<file path="src/rtl/axi4s_downsizer.sv">
// AXI4-Stream width down-converter.
// Each accepted wide beat is held in one register. A per-slice pending mask
// picks which narrow slices still have to go out, least-significant first.
// Slices whose tkeep bits are all zero are skipped.
module axi4s_downsizer #(
  parameter int unsigned S_TDATA_WIDTH = 32,
  parameter int unsigned M_TDATA_WIDTH = 8,
  parameter int unsigned TUSER_WIDTH   = 1,
  parameter int unsigned TDEST_WIDTH   = 1,
  parameter int unsigned TID_WIDTH     = 1
) (
  input  logic                       aclk,
  input  logic                       aresetn,
  input  logic                       s_axis_tvalid,
  output logic                       s_axis_tready,
  input  logic [S_TDATA_WIDTH-1:0]   s_axis_tdata,
  input  logic [S_TDATA_WIDTH/8-1:0] s_axis_tkeep,
  input  logic [S_TDATA_WIDTH/8-1:0] s_axis_tstrb,
  input  logic [TUSER_WIDTH-1:0]     s_axis_tuser,
  input  logic [TDEST_WIDTH-1:0]     s_axis_tdest,
  input  logic [TID_WIDTH-1:0]       s_axis_tid,
  input  logic                       s_axis_tlast,
  output logic                       m_axis_tvalid,
  input  logic                       m_axis_tready,
  output logic [M_TDATA_WIDTH-1:0]   m_axis_tdata,
  output logic [M_TDATA_WIDTH/8-1:0] m_axis_tkeep,
  output logic [M_TDATA_WIDTH/8-1:0] m_axis_tstrb,
  output logic [TUSER_WIDTH-1:0]     m_axis_tuser,
  output logic [TDEST_WIDTH-1:0]     m_axis_tdest,
  output logic [TID_WIDTH-1:0]       m_axis_tid,
  output logic                       m_axis_tlast
);

  localparam int unsigned RATIO = S_TDATA_WIDTH / M_TDATA_WIDTH;
  localparam int unsigned SK    = S_TDATA_WIDTH / 8;
  localparam int unsigned MK    = M_TDATA_WIDTH / 8;

  logic [S_TDATA_WIDTH-1:0] data_q;
  logic [SK-1:0]            keep_q;
  logic [SK-1:0]            strb_q;
  logic [TUSER_WIDTH-1:0]   user_q;
  logic [TDEST_WIDTH-1:0]   dest_q;
  logic [TID_WIDTH-1:0]     id_q;
  logic                     last_q;
  logic [RATIO-1:0]         pending_q;
  logic [RATIO-1:0]         pending_next;
  logic [RATIO-1:0]         slice_nz;
  logic                     ready_en_q;
  logic                     single;
  logic                     s_fire;
  logic                     m_fire;

  // Exactly one slice left: the current slice is also the final one
  assign single        = (pending_q != '0) && ((pending_q & (pending_q - RATIO'(1))) == '0);
  assign m_axis_tvalid = |pending_q;
  assign m_axis_tlast  = last_q & single;
  assign m_axis_tuser  = user_q;
  assign m_axis_tdest  = dest_q;
  assign m_axis_tid    = id_q;
  assign s_axis_tready = ready_en_q & ((pending_q == '0) | (single & m_axis_tready));
  assign s_fire        = s_axis_tvalid & s_axis_tready;
  assign m_fire        = m_axis_tvalid & m_axis_tready;

  // Which slices of the incoming beat carry at least one kept byte
  always_comb begin
    slice_nz = '0;
    for (int unsigned i = 0; i < RATIO; i++) begin
      slice_nz[i] = |s_axis_tkeep[i*MK +: MK];
    end
  end

  // Present the lowest pending slice; descending scan lets the lowest win
  always_comb begin
    m_axis_tdata = data_q[M_TDATA_WIDTH-1:0];
    m_axis_tkeep = keep_q[MK-1:0];
    m_axis_tstrb = strb_q[MK-1:0];
    for (int unsigned i = RATIO; i > 0; i--) begin
      if (pending_q[i-1]) begin
        m_axis_tdata = data_q[(i-1)*M_TDATA_WIDTH +: M_TDATA_WIDTH];
        m_axis_tkeep = keep_q[(i-1)*MK +: MK];
        m_axis_tstrb = strb_q[(i-1)*MK +: MK];
      end
    end
  end

  // Next pending mask: retire the sent slice, a new beat overrides it
  always_comb begin
    pending_next = pending_q;
    if (m_fire) begin
      pending_next = pending_q & (pending_q - RATIO'(1));
    end
    if (s_fire) begin
      if (slice_nz != '0) begin
        pending_next = slice_nz;
      end else if (s_axis_tlast) begin
        // all-null last beat still emits one empty slice to mark the boundary
        pending_next = RATIO'(1);
      end else begin
        pending_next = '0;
      end
    end
  end

  // Holding register, pending mask and post-reset ready enable
  always_ff @(posedge aclk or negedge aresetn) begin
    if (!aresetn) begin
      data_q     <= '0;
      keep_q     <= '0;
      strb_q     <= '0;
      user_q     <= '0;
      dest_q     <= '0;
      id_q       <= '0;
      last_q     <= 1'b0;
      pending_q  <= '0;
      ready_en_q <= 1'b0;
    end else begin
      ready_en_q <= 1'b1;
      pending_q  <= pending_next;
      if (s_fire) begin
        data_q <= s_axis_tdata;
        keep_q <= s_axis_tkeep;
        strb_q <= s_axis_tstrb;
        user_q <= s_axis_tuser;
        dest_q <= s_axis_tdest;
        id_q   <= s_axis_tid;
        last_q <= s_axis_tlast;
      end
    end
  end

endmodule

</file>
<file path="config.mk">
export PLATFORM = sky130hd
export DESIGN_NAME = axi4s_downsizer
export DESIGN_NICKNAME = d
export VERILOG_FILES = /design/src/rtl/axi4s_downsizer.sv
export SDC_FILE = /design/constraint.sdc
export NUM_CORES = 1
export LEC_CHECK = 0
export BUFFER_PORTS_ARGS = -buffer_cell sky130_fd_sc_hd__clkbuf_2
export CORE_ASPECT_RATIO = 0.9
export CORE_UTILIZATION = 30
export CTS_CLUSTER_DIAMETER = 80
export CTS_CLUSTER_SIZE = 8
export DETAILED_ROUTE_END_ITERATION = 12
export PLACE_DENSITY_LB_ADDON = 0.08
export SYNTH_ARGS = -nofsm -noshare
export SYNTH_HDL_FRONTEND = slang
export SYNTH_SLANG_ARGS = --single-unit
</file>
<file path="constraint.sdc">
create_clock -name aclk -period 2.05 [get_ports aclk]
set_input_delay 0.1025 -clock aclk [delete_from_list [all_inputs] [get_ports aclk]]
set_output_delay 0.1025 -clock aclk [all_outputs]
set_load 0.05 [all_outputs]
</file>
Yosys cells after proc, flatten, opt, wreduce, memory -nomap -nowiden
Cells that the tools add are included.
Word-level totals
  flip-flop bits (word level): 49
  memory bits (read-only): 0
  bits in latches: 0
  logic and storage cells: 40
  bits in writable memories: 0
  output and inout bits: 16
  bits of input ports: 48
  memories kept: 0
Cells by class
  add/sub/neg operators: 1
  eq/ne operators: 0
  bitwise gates (word level): 7
  mux-type cells: 16
  $mul: 0
  divide/modulo/power cells: 0
  order comparisons: 0
  shifts and indexed selects: 0
  reduce and logical (&&, ||, !) cells: 7
Operator list (number)
  8-bit two-way mux: 4
  4-bit two-way mux: 3
  1-bit two-way mux: 9
  4-bit zero test: 2
  4-bit nonzero test: 2
  1-bit bitwise AND: 5
  4-bit bitwise AND: 1
  4-bit OR reduction: 1
  4-bit by 1-bit subtractor with 4-bit output (second input constant): 1
  2-bit nonzero test: 1
  1-bit logical AND: 1
  1-bit bitwise OR: 1

Depth between registers and ports, before layout
  depth in word-level cells: 9
  gate-level depth with buffers: 6
  depth with buffers taken out: 4

Worst setup path after synthesis
No wires, ideal clock.
  path type: reg-to-output
  start point: register pending_q[2]
  end point: output m_axis_tdata[0]
  path buffers: 2
  cell stages (with the launch flop): 6
  slack: -0.256 ns
  required time: 1.947 ns
  arrival time: 2.203 ns
  cell sequence: dfrtp_1 > clkbuf_1 > nor2b_1 > clkbuf_1 > a221oi_1 > o31ai_1
On the way
  word-level cells in the longest chain between the ends: 3
RTL lines
  start, declared: RTL line 45  | logic [RATIO-1:0] pending_q;
  start signal, assigned: RTL line 118  | pending_q <= pending_next;
  8-bit two-way mux (3 in series): RTL line 78  | if (pending_q[i-1]) begin
  end, declared: RTL line 25  | output logic [M_TDATA_WIDTH-1:0] m_axis_tdata,
No other way between the ends.

Final worst setup path
  start point: register pending_q[3]
  end point: output m_axis_tdata[6]
On the way
  word-level cells in the longest chain between the ends: 4
RTL lines (RTL line)
  8-bit two-way mux (4 in series): 78
No other way between the ends.

==> results.ini <==
[outcome]
status = completed

[cells_and_area]
syn2layout_area_growth_pct = 29.3
fin_util_pct = 40.9
fin_nets = 352
final_common_cell = clkbuf_2
antenna_cells = 0
mostFrequentLayoutCells = clkbuf_2 (55), dfrtp_1 (46), a32o_1 (44), and2_1 (30), nand2_1 (17)
drive_above_1_share_pct = 33.4

[placement]
dp_hpwl_mm = 4.91
place.port_buffers = 63
gp_congestion = 0.794
dpl_worst_slack_ns = 0.299

[grt]
gr-total-overflow = 0
grt_max_degree = 50
track_usage_pct = 17.6
gr-usage-met1_pct = 24.8
use_met2_pct = 27.5
antenna_found_initial = 0
grt_pass1_wl_mm = 12.1
gr-usage-met3_pct = 2.94
grt-busiest-layer = met2
first_global_vias = 2212

[floorplanning]
die_h_um = 90.3
die-area_um2 = 9050
ioPinCount = 64
die_x_um = 100
fp.coreArea_um2 = 8220
rows = 31
initial_core_util_pct = 31.6

[worst_setup_path]
start_kind = flop
r2r_slack_ns = 0.40
max_stage_delay_ns = 0.49
r2r_end = strb_q[0]$_DFFE_PN0P_
worst_ep_required_time_ns = 1.95
path_buf_inv = 2
crit_chain = nor2b_1, buf_4, a221oi_1, o31ai_2, buf_12
r2r_start = pending_q[3]$_DFFE_PN0P_
cpMaxStageDelayCell = dfrtp_2
arrival_ns = 1.92
rr_worst_depth = 5
crit_type = flop to output pin
cp_max_fo = 9
cp.depth = 5
crit_family = compound AO/OA/AOI/OAI gates
endpoint_kind = output pin

[sta]
post-route-min-period_ns = 2.02
grt_setup_unrepaired = false
slew_headroom_pct = 55.5
slew_viol_final = 0
worstMarginPinSlew_ns = 0.668
fin_worst_skew_ns = 0.0134
setup_tns_ns = 0
fin_crit_sh_pct = 98.5
timing_hold_violations_final = 0
setup_viol = 0
worst_slack_ns = 0.0313
fmax_ghz = 0.495

[routing]
avgRoutedWirePerCell_um = 18.0
drc = 0
postRouteAntennaNets = 0
viasPerCell = 5.12
drt-total-wl_mm = 7.57
num_vias = 2152
firstDrtPassIters = 4
drt_iter0_markers = 163

[clock_network]
path_clk_slew_ns = 0.10
cts_max_level = 2
cts_inserted_buffers = 5
clock_latency_ns = 0.31
clock_path_buffers = 2
post_cts.repair.setup_buffers = 0
cts_root_buffer = clkbuf_8
cts_tree = done
clock_sinks = 49

[yosys]
synth-seq-area-share_pct = 47.1
syn_area_um2 = 2600
synth_largest_area_cell = dfrtp_1
synthCells = 245
synthDistinctLibCells = 32
ys_warn_count = 0
synth_edf_count = 0
synth_fp_nets = 293
syn_avg_cell_area_um2 = 10.6
synth_top_area_share_pct = 47.1
ys.flop_type = dfrtp_1
async_flop_share_pct = 100
synth_seq_cells = 49
synth_area_leaders = dfrtp_1 (47%), a32o_1 (17%), and2_1 (7.5%)

[power_and_ir_drop]
power.density_nw_per_um2 = 1720
vdd_ir_drop_max_uv = 639
power.total_mw = 5.78
power_leakage_nw = 1.47

[hold_path]
hp-class = input port to flop
hp-start = s_axis_tdata[19]
hold-path-endpoint = data_q[19]$_DFFE_PN0P_
whs_path_depth = 2

[run]
maxCapViolCount = 0

-- kinds of logic (layout without fill, tap and decap cells) --
| logic type | Yosys count | count (layout) | synth area share (%) |
|---|---|---|---|
| and+or+nand+nor | 83 | 83 | 19.0 |
| AOI/OAI and AO/OA | 79 | 79 | 26.5 |
| DFF | 49 | 49 | 47.1 |
| buffers and inverters | 28 | 88 | 5.39 |
| muxes | 4 | 4 | 1.54 |
| other | 1 | 1 | 0.144 |
| xor gates and xnor gates | 1 | 1 | 0.337 |
-- metrics by stage --
| step | hold slack (ns) | area (um^2) | instances |
|---|---|---|---|
| after floorplan | -0.193 | 2640 | 245 |
| after global placement | 0.275 | 3210 | 411 |
| after detailed placement | 0.278 | 3210 | 411 |
| after CTS | 0.0248 | 3350 | 420 |
| after global routing | 0.0206 | 3360 | 420 |
| final | 0.0292 | 3360 | 420 |
-- metal layers --
layer | share of wire (%) | vias to the layer above
met4 | 0.94 | 0
met3 | 2.7 | 4
met1 | 49 | 1069
met5 | 0 | -
met2 | 47 | 42
li1 | - | 1037
-- where the power goes --
part	internal, mW	switching (mW)
Sequential	1.43	0.320
Clock	0.366	0.350
Combinational	1.48	1.83
-- final cells by class --
| class | instances | area (um^2) |
|---|---|---|
| Fill cell | 845 | 4860 |
| Clock inverter | 3 | 43.8 |
| Inverter | 2 | 7.51 |
| Multi-Input combinational cell | 168 | 1290 |
| Sequential cell | 49 | 1230 |
| Timing Repair Buffer | 78 | 576 |
| Clock buffer | 5 | 68.8 |
| Tap cell | 115 | 144 |
-- state kept, by name (all words and copies together), names as in the netlist --
register      flops
data_q           32
keep_q            4
pending_q         4
strb_q            4
last_q            1
m_axis_tdest      1
m_axis_tid        1
m_axis_tuser      1
ready_en_q        1
-- worst max-delay path by stage --
stage	startpoint	end	slack (ns)
CTS	pending_q[3]$_DFFE_PN0P_	m_axis_tdata[6]	0.03
global route	pending_q[3]$_DFFE_PN0P_	m_axis_tdata[7]	0.001
floorplan	pending_q[2]$_DFFE_PN0P_	m_axis_tdata[0]	0.16
detailed placement	pending_q[3]$_DFFE_PN0P_	m_axis_tdata[2]	0.30
finish	pending_q[3]$_DFFE_PN0P_	m_axis_tdata[6]	0.03
global placement	pending_q[3]$_DFFE_PN0P_	m_axis_tdata[2]	0.31
-- cell usage after synthesis, drive strengths merged (4+ instances only) --
cell	number
o21ai	7
dfrtp	49
o31ai	8
clkbuf	17
nand2	17
buf	9
a32o	44
and2	46
mux2i	4
a221oi	7
a21oi	4
nor2b	9
-- repair_timing --
| item | 4_1_cts | 5_1_grt |
|---|---|---|
| hold endpoints to repair | 49 | 0 |
| endpoints found under the setup margin | 4 | 8 |
| resized for setup | 3 | 4 |
| hold buffers | 1 | 0 |
No activity file was read; power rests on OpenSTA's default activity.
